--- src/rtl/load_extend_ctrl_if.sv ---
// rtl/load_extend_ctrl_if.sv - load request, data-memory read and writeback response bundle
interface load_extend_ctrl_if;
    logic        req_valid;
    logic        req_ready;
    logic [31:0] req_addr;
    logic [1:0]  req_size;
    logic        req_signed;
    logic [4:0]  req_rd;

    logic        mem_rd_en;
    logic [31:0] mem_addr;
    logic [31:0] mem_rdata;
    logic        mem_rvalid;

    logic        resp_valid;
    logic [31:0] resp_data;
    logic [4:0]  resp_rd;
    logic [1:0]  resp_err;

    logic        stall;

    modport slave (
        input  req_valid, req_addr, req_size, req_signed, req_rd,
        input  mem_rdata, mem_rvalid,
        output req_ready, mem_rd_en, mem_addr,
        output resp_valid, resp_data, resp_rd, resp_err, stall
    );

    modport master (
        output req_valid, req_addr, req_size, req_signed, req_rd,
        output mem_rdata, mem_rvalid,
        input  req_ready, mem_rd_en, mem_addr,
        input  resp_valid, resp_data, resp_rd, resp_err, stall
    );
endinterface

--- src/rtl/load_extend_ctrl.sv ---
// rtl/load_extend_ctrl.sv - MEM-stage load controller: aligned read, timeout, lane select and extension
module load_extend_ctrl #(
    parameter int TIMEOUT_CYCLES = 16,
    parameter int CNT_W          = 5
) (
    input  logic                clk,
    input  logic                reset,
    load_extend_ctrl_if.slave   bus
);

    typedef enum logic [1:0] {
        IDLE  = 2'd0,
        ISSUE = 2'd1,
        WAIT  = 2'd2,
        RESP  = 2'd3
    } state_t;

    localparam logic [1:0] ERR_OK      = 2'b00;
    localparam logic [1:0] ERR_ALIGN   = 2'b01;
    localparam logic [1:0] ERR_TIMEOUT = 2'b10;

    localparam logic [1:0] SIZE_BYTE = 2'b00;
    localparam logic [1:0] SIZE_HALF = 2'b01;
    localparam logic [1:0] SIZE_WORD = 2'b10;

    localparam logic [CNT_W-1:0] CNT_LAST = CNT_W'(TIMEOUT_CYCLES - 1);
    localparam logic [CNT_W-1:0] CNT_MAX  = {CNT_W{1'b1}};

    state_t state_q, state_d;

    logic [1:0]       addr_lo_q;
    logic [1:0]       size_q;
    logic             signed_q;
    logic [4:0]       rd_q;
    logic [CNT_W-1:0] cnt_q;
    logic [31:0]      mem_addr_q;
    logic [31:0]      resp_data_q;
    logic [4:0]       resp_rd_q;
    logic [1:0]       resp_err_q;

    logic accept;
    logic req_bad;
    logic data_hit;
    logic timeout_hit;
    logic ready_c;
    logic rd_en_c;
    logic resp_valid_c;

    logic [7:0]  byte_lane;
    logic [15:0] half_lane;
    logic [31:0] ext_data;

    always_comb begin
        req_bad = 1'b0;
        case (bus.req_size)
            SIZE_BYTE: req_bad = 1'b0;
            SIZE_HALF: req_bad = bus.req_addr[0];
            SIZE_WORD: req_bad = (bus.req_addr[1:0] != 2'b00);
            default:   req_bad = 1'b1;
        endcase
    end

    always_ff @(posedge clk) begin
        if (reset) begin
            state_q <= IDLE;
        end else begin
            state_q <= state_d;
        end
    end

    always_comb begin
        state_d      = state_q;
        ready_c      = 1'b0;
        rd_en_c      = 1'b0;
        resp_valid_c = 1'b0;
        accept       = 1'b0;
        data_hit     = 1'b0;
        timeout_hit  = 1'b0;
        case (state_q)
            IDLE: begin
                ready_c = 1'b1;
                if (bus.req_valid) begin
                    accept  = 1'b1;
                    state_d = req_bad ? RESP : ISSUE;
                end
            end
            ISSUE: begin
                rd_en_c = 1'b1;
                state_d = WAIT;
            end
            WAIT: begin
                // Data arriving on the final counted cycle still wins over the timeout.
                if (bus.mem_rvalid) begin
                    data_hit = 1'b1;
                    state_d  = RESP;
                end else if (cnt_q == CNT_LAST) begin
                    timeout_hit = 1'b1;
                    state_d     = RESP;
                end
            end
            RESP: begin
                resp_valid_c = 1'b1;
                state_d      = IDLE;
            end
            default: state_d = IDLE;
        endcase
    end

    always_comb begin
        byte_lane = 8'h00;
        case (addr_lo_q)
            2'd0:    byte_lane = bus.mem_rdata[7:0];
            2'd1:    byte_lane = bus.mem_rdata[15:8];
            2'd2:    byte_lane = bus.mem_rdata[23:16];
            default: byte_lane = bus.mem_rdata[31:24];
        endcase
    end

    always_comb begin
        half_lane = addr_lo_q[1] ? bus.mem_rdata[31:16] : bus.mem_rdata[15:0];
        ext_data  = bus.mem_rdata;
        case (size_q)
            SIZE_BYTE: ext_data = {{24{signed_q & byte_lane[7]}}, byte_lane};
            SIZE_HALF: ext_data = {{16{signed_q & half_lane[15]}}, half_lane};
            default:   ext_data = bus.mem_rdata;
        endcase
    end

    always_ff @(posedge clk) begin
        if (reset) begin
            addr_lo_q <= 2'b00;
            size_q    <= 2'b00;
            signed_q  <= 1'b0;
            rd_q      <= 5'd0;
        end else if (accept) begin
            addr_lo_q <= bus.req_addr[1:0];
            size_q    <= bus.req_size;
            signed_q  <= bus.req_signed;
            rd_q      <= bus.req_rd;
        end
    end

    // Read address is only updated for requests that will actually reach memory.
    always_ff @(posedge clk) begin
        if (reset) begin
            mem_addr_q <= 32'h0;
        end else if (accept && !req_bad) begin
            mem_addr_q <= {bus.req_addr[31:2], 2'b00};
        end
    end

    always_ff @(posedge clk) begin
        if (reset) begin
            cnt_q <= '0;
        end else if (state_q == ISSUE) begin
            cnt_q <= '0;
        end else if (state_q == WAIT && !bus.mem_rvalid && cnt_q != CNT_MAX) begin
            cnt_q <= cnt_q + 1'b1;
        end
    end

    // Response registers change only on entry to RESP, so they hold between results.
    always_ff @(posedge clk) begin
        if (reset) begin
            resp_data_q <= 32'h0;
            resp_rd_q   <= 5'd0;
            resp_err_q  <= ERR_OK;
        end else if (accept && req_bad) begin
            resp_data_q <= 32'h0;
            resp_rd_q   <= bus.req_rd;
            resp_err_q  <= ERR_ALIGN;
        end else if (data_hit) begin
            resp_data_q <= ext_data;
            resp_rd_q   <= rd_q;
            resp_err_q  <= ERR_OK;
        end else if (timeout_hit) begin
            resp_data_q <= 32'h0;
            resp_rd_q   <= rd_q;
            resp_err_q  <= ERR_TIMEOUT;
        end
    end

    assign bus.req_ready  = ready_c;
    assign bus.mem_rd_en  = rd_en_c;
    assign bus.mem_addr   = mem_addr_q;
    assign bus.resp_valid = resp_valid_c;
    assign bus.resp_data  = resp_data_q;
    assign bus.resp_rd    = resp_rd_q;
    assign bus.resp_err   = resp_err_q;
    assign bus.stall      = (state_q != IDLE);

endmodule
--- src/flat_wrapper.sv ---
// flat-port wrapper written by rule: the top's interface ports become plain ports
module load_extend_ctrl_flat 
#(
    parameter int TIMEOUT_CYCLES = 16,
    parameter int CNT_W          = 5
)
  (clk, reset, bus_req_valid, bus_req_addr, bus_req_size, bus_req_signed, bus_req_rd, bus_mem_rdata, bus_mem_rvalid, bus_req_ready, bus_mem_rd_en, bus_mem_addr, bus_resp_valid, bus_resp_data, bus_resp_rd, bus_resp_err, bus_stall);
  load_extend_ctrl_if bus_i ();
  input  logic clk;
  input  logic reset;
  input wire logic [$bits(bus_i.req_valid)-1:0] bus_req_valid;
  input wire logic [$bits(bus_i.req_addr)-1:0] bus_req_addr;
  input wire logic [$bits(bus_i.req_size)-1:0] bus_req_size;
  input wire logic [$bits(bus_i.req_signed)-1:0] bus_req_signed;
  input wire logic [$bits(bus_i.req_rd)-1:0] bus_req_rd;
  input wire logic [$bits(bus_i.mem_rdata)-1:0] bus_mem_rdata;
  input wire logic [$bits(bus_i.mem_rvalid)-1:0] bus_mem_rvalid;
  output wire logic [$bits(bus_i.req_ready)-1:0] bus_req_ready;
  output wire logic [$bits(bus_i.mem_rd_en)-1:0] bus_mem_rd_en;
  output wire logic [$bits(bus_i.mem_addr)-1:0] bus_mem_addr;
  output wire logic [$bits(bus_i.resp_valid)-1:0] bus_resp_valid;
  output wire logic [$bits(bus_i.resp_data)-1:0] bus_resp_data;
  output wire logic [$bits(bus_i.resp_rd)-1:0] bus_resp_rd;
  output wire logic [$bits(bus_i.resp_err)-1:0] bus_resp_err;
  output wire logic [$bits(bus_i.stall)-1:0] bus_stall;
  assign bus_i.req_valid = bus_req_valid;
  assign bus_i.req_addr = bus_req_addr;
  assign bus_i.req_size = bus_req_size;
  assign bus_i.req_signed = bus_req_signed;
  assign bus_i.req_rd = bus_req_rd;
  assign bus_i.mem_rdata = bus_mem_rdata;
  assign bus_i.mem_rvalid = bus_mem_rvalid;
  assign bus_req_ready = bus_i.req_ready;
  assign bus_mem_rd_en = bus_i.mem_rd_en;
  assign bus_mem_addr = bus_i.mem_addr;
  assign bus_resp_valid = bus_i.resp_valid;
  assign bus_resp_data = bus_i.resp_data;
  assign bus_resp_rd = bus_i.resp_rd;
  assign bus_resp_err = bus_i.resp_err;
  assign bus_stall = bus_i.stall;
  load_extend_ctrl #(.TIMEOUT_CYCLES(TIMEOUT_CYCLES), .CNT_W(CNT_W)) u_core (.clk(clk), .reset(reset), .bus(bus_i));
endmodule
--- config.mk ---
export PLATFORM = sky130hd
export DESIGN_NAME = load_extend_ctrl_flat
export DESIGN_NICKNAME = d
export VERILOG_FILES = /design/src/rtl/load_extend_ctrl_if.sv /design/src/rtl/load_extend_ctrl.sv /design/src/flat_wrapper.sv
export SDC_FILE = /design/constraint.sdc
export NUM_CORES = 1
export LEC_CHECK = 0
export CAP_MARGIN = 20
export CELL_PAD_IN_SITES_DETAIL_PLACEMENT = 0
export CELL_PAD_IN_SITES_GLOBAL_PLACEMENT = 1
export CORE_MARGIN = 10
export CORE_UTILIZATION = 34
export CTS_CLUSTER_DIAMETER = 120
export DETAILED_ROUTE_END_ITERATION = 6
export MAX_ROUTING_LAYER = met4
export PLACE_DENSITY_LB_ADDON = 0.1
export SYNTH_ARGS = -nofsm -noshare
export SYNTH_HDL_FRONTEND = slang
export SYNTH_SLANG_ARGS = --single-unit
--- constraint.sdc ---
create_clock -name clk -period 5.5 [get_ports clk]
set_input_delay 1.1 -clock clk [delete_from_list [all_inputs] [get_ports clk]]
set_output_delay 1.1 -clock clk [all_outputs]
set_load 0.005 [all_outputs]
==> metrics, run 1 <==
Cell Area, Synth just under 0.004 sq mm; post-synthesis cell type count 53; worst hold path type reg2reg; largest net degree at the start of global routing between 50 and 60; CP Class in2reg; wire length on met2 5730 um; Pins Over Slew Limit 0; I/O Pins roughly 150; FF+latch area ~0.0017 sq mm; Worst setup EP type flip-flop; Synth Area in Simple Gates 0.157; diode count 0; number of global-route vias before repair 3661; area share of xor/xnor cells in the synthesized design 0.00681; GRT Residual Overflow 0; clk_lat worst skew around 0.33 ns; compound-gate portion of the synthesized area 0.265; starting density of the core 0.351; Routed met1 length 6010 um; drt pass-1 iters 4; core area around 0.011 sq mm; GRT Util Overall 0.157; vias after detailed routing 3530; Die Wd 127 um; CP required roughly 5.8 ns; placed cell count approximately 690; Area Growth Syn to Fin 47.5%; CTS Buf Count 9; Synth Instances 437; CP Launch Type input port; CTS resizes 0; WP data arrival between 3 and 4 ns; max cap viols 0; Rel. slew slack 0.334; share of post-route cells with drive strength above 1 0.0896; WL met3 just over 600 um; fmax approximately 330 MHz; die height 127 um; Die Footprint approximately 0.016 sq mm; Pwr Density 348 mW/mm^2; final worst slack roughly 2.4 ns; Worst-Margin Slew between 0.9 and 1 ns; Max clock buf depth 2; global-route wire length before repair 20000 um; total power 1980 uW; multiplexer share of the synthesized area 0.0438; Hold Slack 0.453 ns; Multi-input gate area roughly 0.0019 sq mm; DR iter-0 viols roughly 170; initial antenna violation count 0; wirelength, routed around 13000 um; Clock transition at path regs around 0.06 ns; number of cell rows 38; setup TNS 0 ns; Final nets between 600 and 700; fillers roughly 1100; dpl ws ~2.1 ns; worst-path fanout max 15; Routed Antenna Nets 0; clock root cell clkbuf_16; CTS tree built; postcts setup bufs 0; synthesis warning total 0; routability cong. 0.860; asr flop ratio synth 0; Mapped Avg Cell Area 8.83 sq um; Static Leakage approximately 0.0020 uW; Final Hold Viols 0; largest family of logic cells by synthesized area compound AO/OA/AOI/OAI gates; H-tree depth 3; r2r setup slk slightly below 3 ns; Setup Skew 0.00620 ns; post-synthesis adder-cell area fraction 0.0227; VDD IR-drop max ~0.19 mV; Via-to-Cell Ratio about 5; Clock Sinks 86; Final min period roughly 3.1 ns; status complete, no violations; setup violators final 0; Yosys reg bits 86; Seq/Total Area, Yosys 0.446; hpwl dp between 9000 and 10000 um; Residual DRC 0; port bufs 148; Cell Count, Final, Fillers Out between 700 and 800; Final period util 0.559; wire per inst approximately 18 um; RSZ-0062 raised after global routing no; Top Layer Used met4; CTS Hold Bufs 0; Post-synth EDFFs 0; Main synth FF type dfxtp_1
[flip-flops by register name (all words and copies together) (netlist names)]
register              cells
u_core.addr_lo_q          2
u_core.bus.mem_addr      30
u_core.bus.resp_data     32
u_core.bus.resp_err       2
u_core.bus.resp_rd        5
u_core.cnt_q              5
u_core.rd_q               5
u_core.signed_q           1
u_core.size_q             2
u_core.state_q            2
[final timing paths]
kind                                         from                  endpoint  depth (start not counted)
worst min-delay path               u_core.rd_q[3]            u_core.rd_q[3]                          2
worst max register to register  u_core.state_q[0]  u_core.bus.resp_data[12]                          7
worst min register to register     u_core.rd_q[3]            u_core.rd_q[3]                          2
worst max-delay path              bus_req_addr[1]  u_core.bus.resp_data[12]                          6
[where the power goes]
| part | leakage (uW) | internal, uW | total [uW] | switching [uW] |
|---|---|---|---|---|
| Sequential | 0.000698 | 695 | 763 | 67.7 |
| Combinational | 0.00114 | 289 | 577 | 288 |
| Clock | 0.000155 | 395 | 641 | 246 |
[area by class of cell]
| class | instances | area share |
|---|---|---|
| Clock inverter | 6 | 0.0154 |
| Timing Repair Buffer | 153 | 0.267 |
| Sequential cell | 86 | 0.302 |
| Tap cell | 140 | 0.0308 |
| Inverter | 10 | 0.00659 |
| Clock buffer | 9 | 0.0396 |
| Multi-Input combinational cell | 305 | 0.338 |
[layer usage]
layer  track usage  vias to the layer above
met1         0.199                     1624
met2         0.240                       98
met4        0.0516                        0
met3        0.0379                       13
li1              -                     1795
met5             -                        -
[layout by cell type, fill, tap and decap left out, types with 2 or more instances in the layout]
cell type | synthesis | routed
a21oi_1 | 69 | 68
nor3b_1 | 2 | 2
dfxtp_1 | 86 | 86
o32ai_1 | 6 | 6
clkdlybuf4s50_1 | 0 | 147
conb_1 | 1 | 2
clkinv_4 | 0 | 2
mux2i_1 | 9 | 9
nor2b_1 | 4 | 3
o21ai_0 | 9 | 9
nor2_1 | 7 | 7
o221a_2 | 2 | 2
or3_1 | 6 | 6
a21boi_0 | 7 | 7
o2bb2ai_2 | 10 | 10
inv_1 | 10 | 10
clkinv_2 | 0 | 2
nand2b_1 | 3 | 3
a211oi_1 | 12 | 12
mux2_2 | 7 | 7
clkbuf_16 | 0 | 9
nand2_1 | 93 | 93
ha_1 | 7 | 7
o2bb2ai_1 | 13 | 13
nor3_1 | 5 | 5
or3b_2 | 2 | 2
bufinv_16 | 0 | 2
buf_4 | 3 | 4
xor2_1 | 2 | 2
nor4_1 | 2 | 2
a22o_1 | 2 | 2
[cells in the mapped netlist (all sizes together) (2+ instances only)]
master | n | area share
a211oi | 12 | 0.023
a21boi | 7 | 0.014
a21o | 2 | 0.0042
a21oi | 69 | 0.089
a22o | 2 | 0.0045
and3 | 2 | 0.0036
buf | 12 | 0.024
clkbuf | 25 | 0.024
dfxtp | 86 | 0.45
ha | 7 | 0.023
inv | 10 | 0.0097
mux2 | 7 | 0.020
mux2i | 9 | 0.023
nand2 | 93 | 0.090
nand2b | 3 | 0.0049
nor2 | 7 | 0.0068
nor2b | 4 | 0.0065
nor3 | 5 | 0.0065
nor3b | 3 | 0.0071
nor4 | 2 | 0.0032
o21ai | 11 | 0.017
o221a | 2 | 0.0058
o2bb2ai | 23 | 0.068
o32ai | 6 | 0.014
or3 | 7 | 0.013
or3b | 2 | 0.0045
xor2 | 2 | 0.0045
[kinds of logic after synthesis]
family / count (synthesis)
flops: 86
simple gates: 134
mux: 16
compound gates: 143
other cells: 1
xor+xnor: 3
buf+inv: 47
fa+ha+maj: 7
[metrics by stage]
step / cell area (sq um) / util
after detailed placement: 5380 / 0.490
after global placement: 5370 / 0.488
after global routing: 5690 / 0.518
after floorplan: 3860 / -
after CTS: 5690 / 0.518
final: 5690 / 0.518
[worst max-delay path, stage by stage]
cell	delay [ns]
clkdlybuf4s50_1	0.43
or3_4	0.45
a31o_1	0.36
nor2b_2	0.62
buf_8	0.24
o2bb2ai_1	0.13
Note: power is estimated with default switching activity, not from simulation.
==> run 2, diff against run 1 <==
- CORE_UTILIZATION: 34 -> 28
- clock period: 5.5 -> 2.6 ns (I/O delays scaled with it)
==> metrics, run 2 (synthesis gave the netlist of run 1 again) <==
die height ~140 um; Clock transition at path regs 0.07 ns; Worst Hold Path Cells 2; clock root cell clkbuf_16; drt pass-1 iters 4; worst hold path type reg2reg; Pwr Density 725 mW/mm^2; Reg power frac 0.378; CTS tree built; Pins Over Slew Limit 0; fmax 434 MHz; R2R depth 4; wire per inst about 17 um; NetSw roughly 1300 uW; VDD IR-drop max between 0.4 and 0.5 mV; initial antenna violation count 0; RSZ-0062 raised after global routing no; I/O Pins between 150 and 200; H-tree depth 3; Final min period roughly 2.3 ns; postcts setup bufs 0; Die Wd 137 um; final worst slack approximately 0.30 ns; GRT Util Overall 0.144; most frequent cells in the layout clkdlybuf4s50_1, nand2_1, dfxtp_1, a21oi_1, o2bb2ai_1; setup TNS 0 ns; number of global-route vias before repair ~3600; global-route wire length before repair approximately 21000 um; hold path endpoint u_core.bus.resp_data[2]; core area 0.0133 sq mm; setup violators final 0; switching part of the total 0.317; Max clock buf depth 2; internal power a little under 3000 uW; total power 4230 uW; fillers about 1300; CTS Buf Count 9; CTS resizes 0; starting density of the core 0.289; Routed Antenna Nets 0; port bufs ~150; Residual DRC 0; number of cell rows between 40 and 50; worst-path fanout max 6; hpwl dp slightly above 10000 um; FF+latch area ~0.0017 sq mm; CP Launch Type flip-flop; CP Class reg2out; Final Hold Viols 0; Die Footprint approximately 0.019 sq mm; GRT Residual Overflow 0; power share of the combinational group 0.309; DR iter-0 viols 189; Clk pwr share 0.313; status complete, no violations; diode count 0; share of post-route cells with drive strength above 1 0.105; Area Growth Syn to Fin 51.0%; CTS Hold Bufs 0; Final period util 0.886; most common cell after layout, fill and taps aside clkdlybuf4s50_1; Worst-Margin Slew 0.692 ns; final core utilization 0.437; reg2reg start u_core.addr_lo_q[1]; max cap viols 0; Final nets around 660; CP required around 2.1 ns; routability cong. 0.805; Clock Sinks 86; Worst setup EP type primary output; WP data arrival approximately 1.8 ns; Setup Skew a little over 0.008 ns; vias after detailed routing ~3500; Static Leakage 0.00203 uW; clk_lat worst skew about 0.35 ns; wirelength, routed 13100 um; Via-to-Cell Ratio ~4.7; r2r endpoint u_core.bus.resp_data[31]; Rel. slew slack 0.538; max reg flops 32; Multi-input gate area 0.00192 sq mm; largest net degree at the start of global routing 35; r2r setup slk between 0.5 and 0.6 ns; dpl ws 0.258 ns; worst hold start u_core.bus.resp_data[2]
[run 2: layout make-up]
cell class | instances | area share
clock buffers | 9 | 0.0386
inverters | 10 | 0.00644
well taps | 176 | 0.0378
flip-flops and latches | 86 | 0.295
clock inverters | 7 | 0.0140
multi-input cells | 305 | 0.330
repair buffers | 162 | 0.278
[run 2: worst max-delay path by stage]
stage	startpoint	to	slack [ns]	cells after the start
after floorplan	u_core.cnt_q[0]	u_core.bus.resp_data[15]	0.62	7
after global placement	bus_req_addr[0]	u_core.bus.resp_data[20]	0.32	5
after detailed placement	bus_req_addr[0]	u_core.bus.resp_data[19]	0.26	5
after CTS	u_core.state_q[0]	bus_stall	0.29	4
after global routing	u_core.state_q[0]	bus_stall	0.19	4
final	u_core.state_q[0]	bus_stall	0.30	4
[run 2: per-layer routing]
layer / global-route usage / vias to the layer above / share of wire
li1: - / 1808 / -
met2: 0.218 / 96 / 0.46
met1: 0.180 / 1626 / 0.46
met4: 0.0281 / 0 / 0.0053
met5: - / - / 0
met3: 0.0561 / 5 / 0.067
[run 2: power by group through the flow]
stage	clock, uW	sequential [uW]	combinational, uW
6_report	1330	1600	1300
4_1_cts	1370	1600	1320
2_1_floorplan	0	1590	716
5_1_grt	1430	1620	1440
3_3_place_gp	0	1620	1320
3_5_place_dp	0	1630	1310
[run 2: worst max-delay path: stages (launching register included)]
cell and delay (ns):
dfxtp_1 0.40, inv_1 0.08, ha_1 0.29, inv_1 0.13
clkdlybuf4s50_1 0.53
[run 2: stage by stage]
step | cells | hold WS (ns) | cell area [sq um]
after floorplan | 438 | 0.436 | 3860
after CTS | 755 | 0.456 | 5830
after global placement | 739 | 0.442 | 5520
after detailed placement | 739 | 0.447 | 5520
after global routing | 755 | 0.471 | 5830
final | 755 | 0.452 | 5830
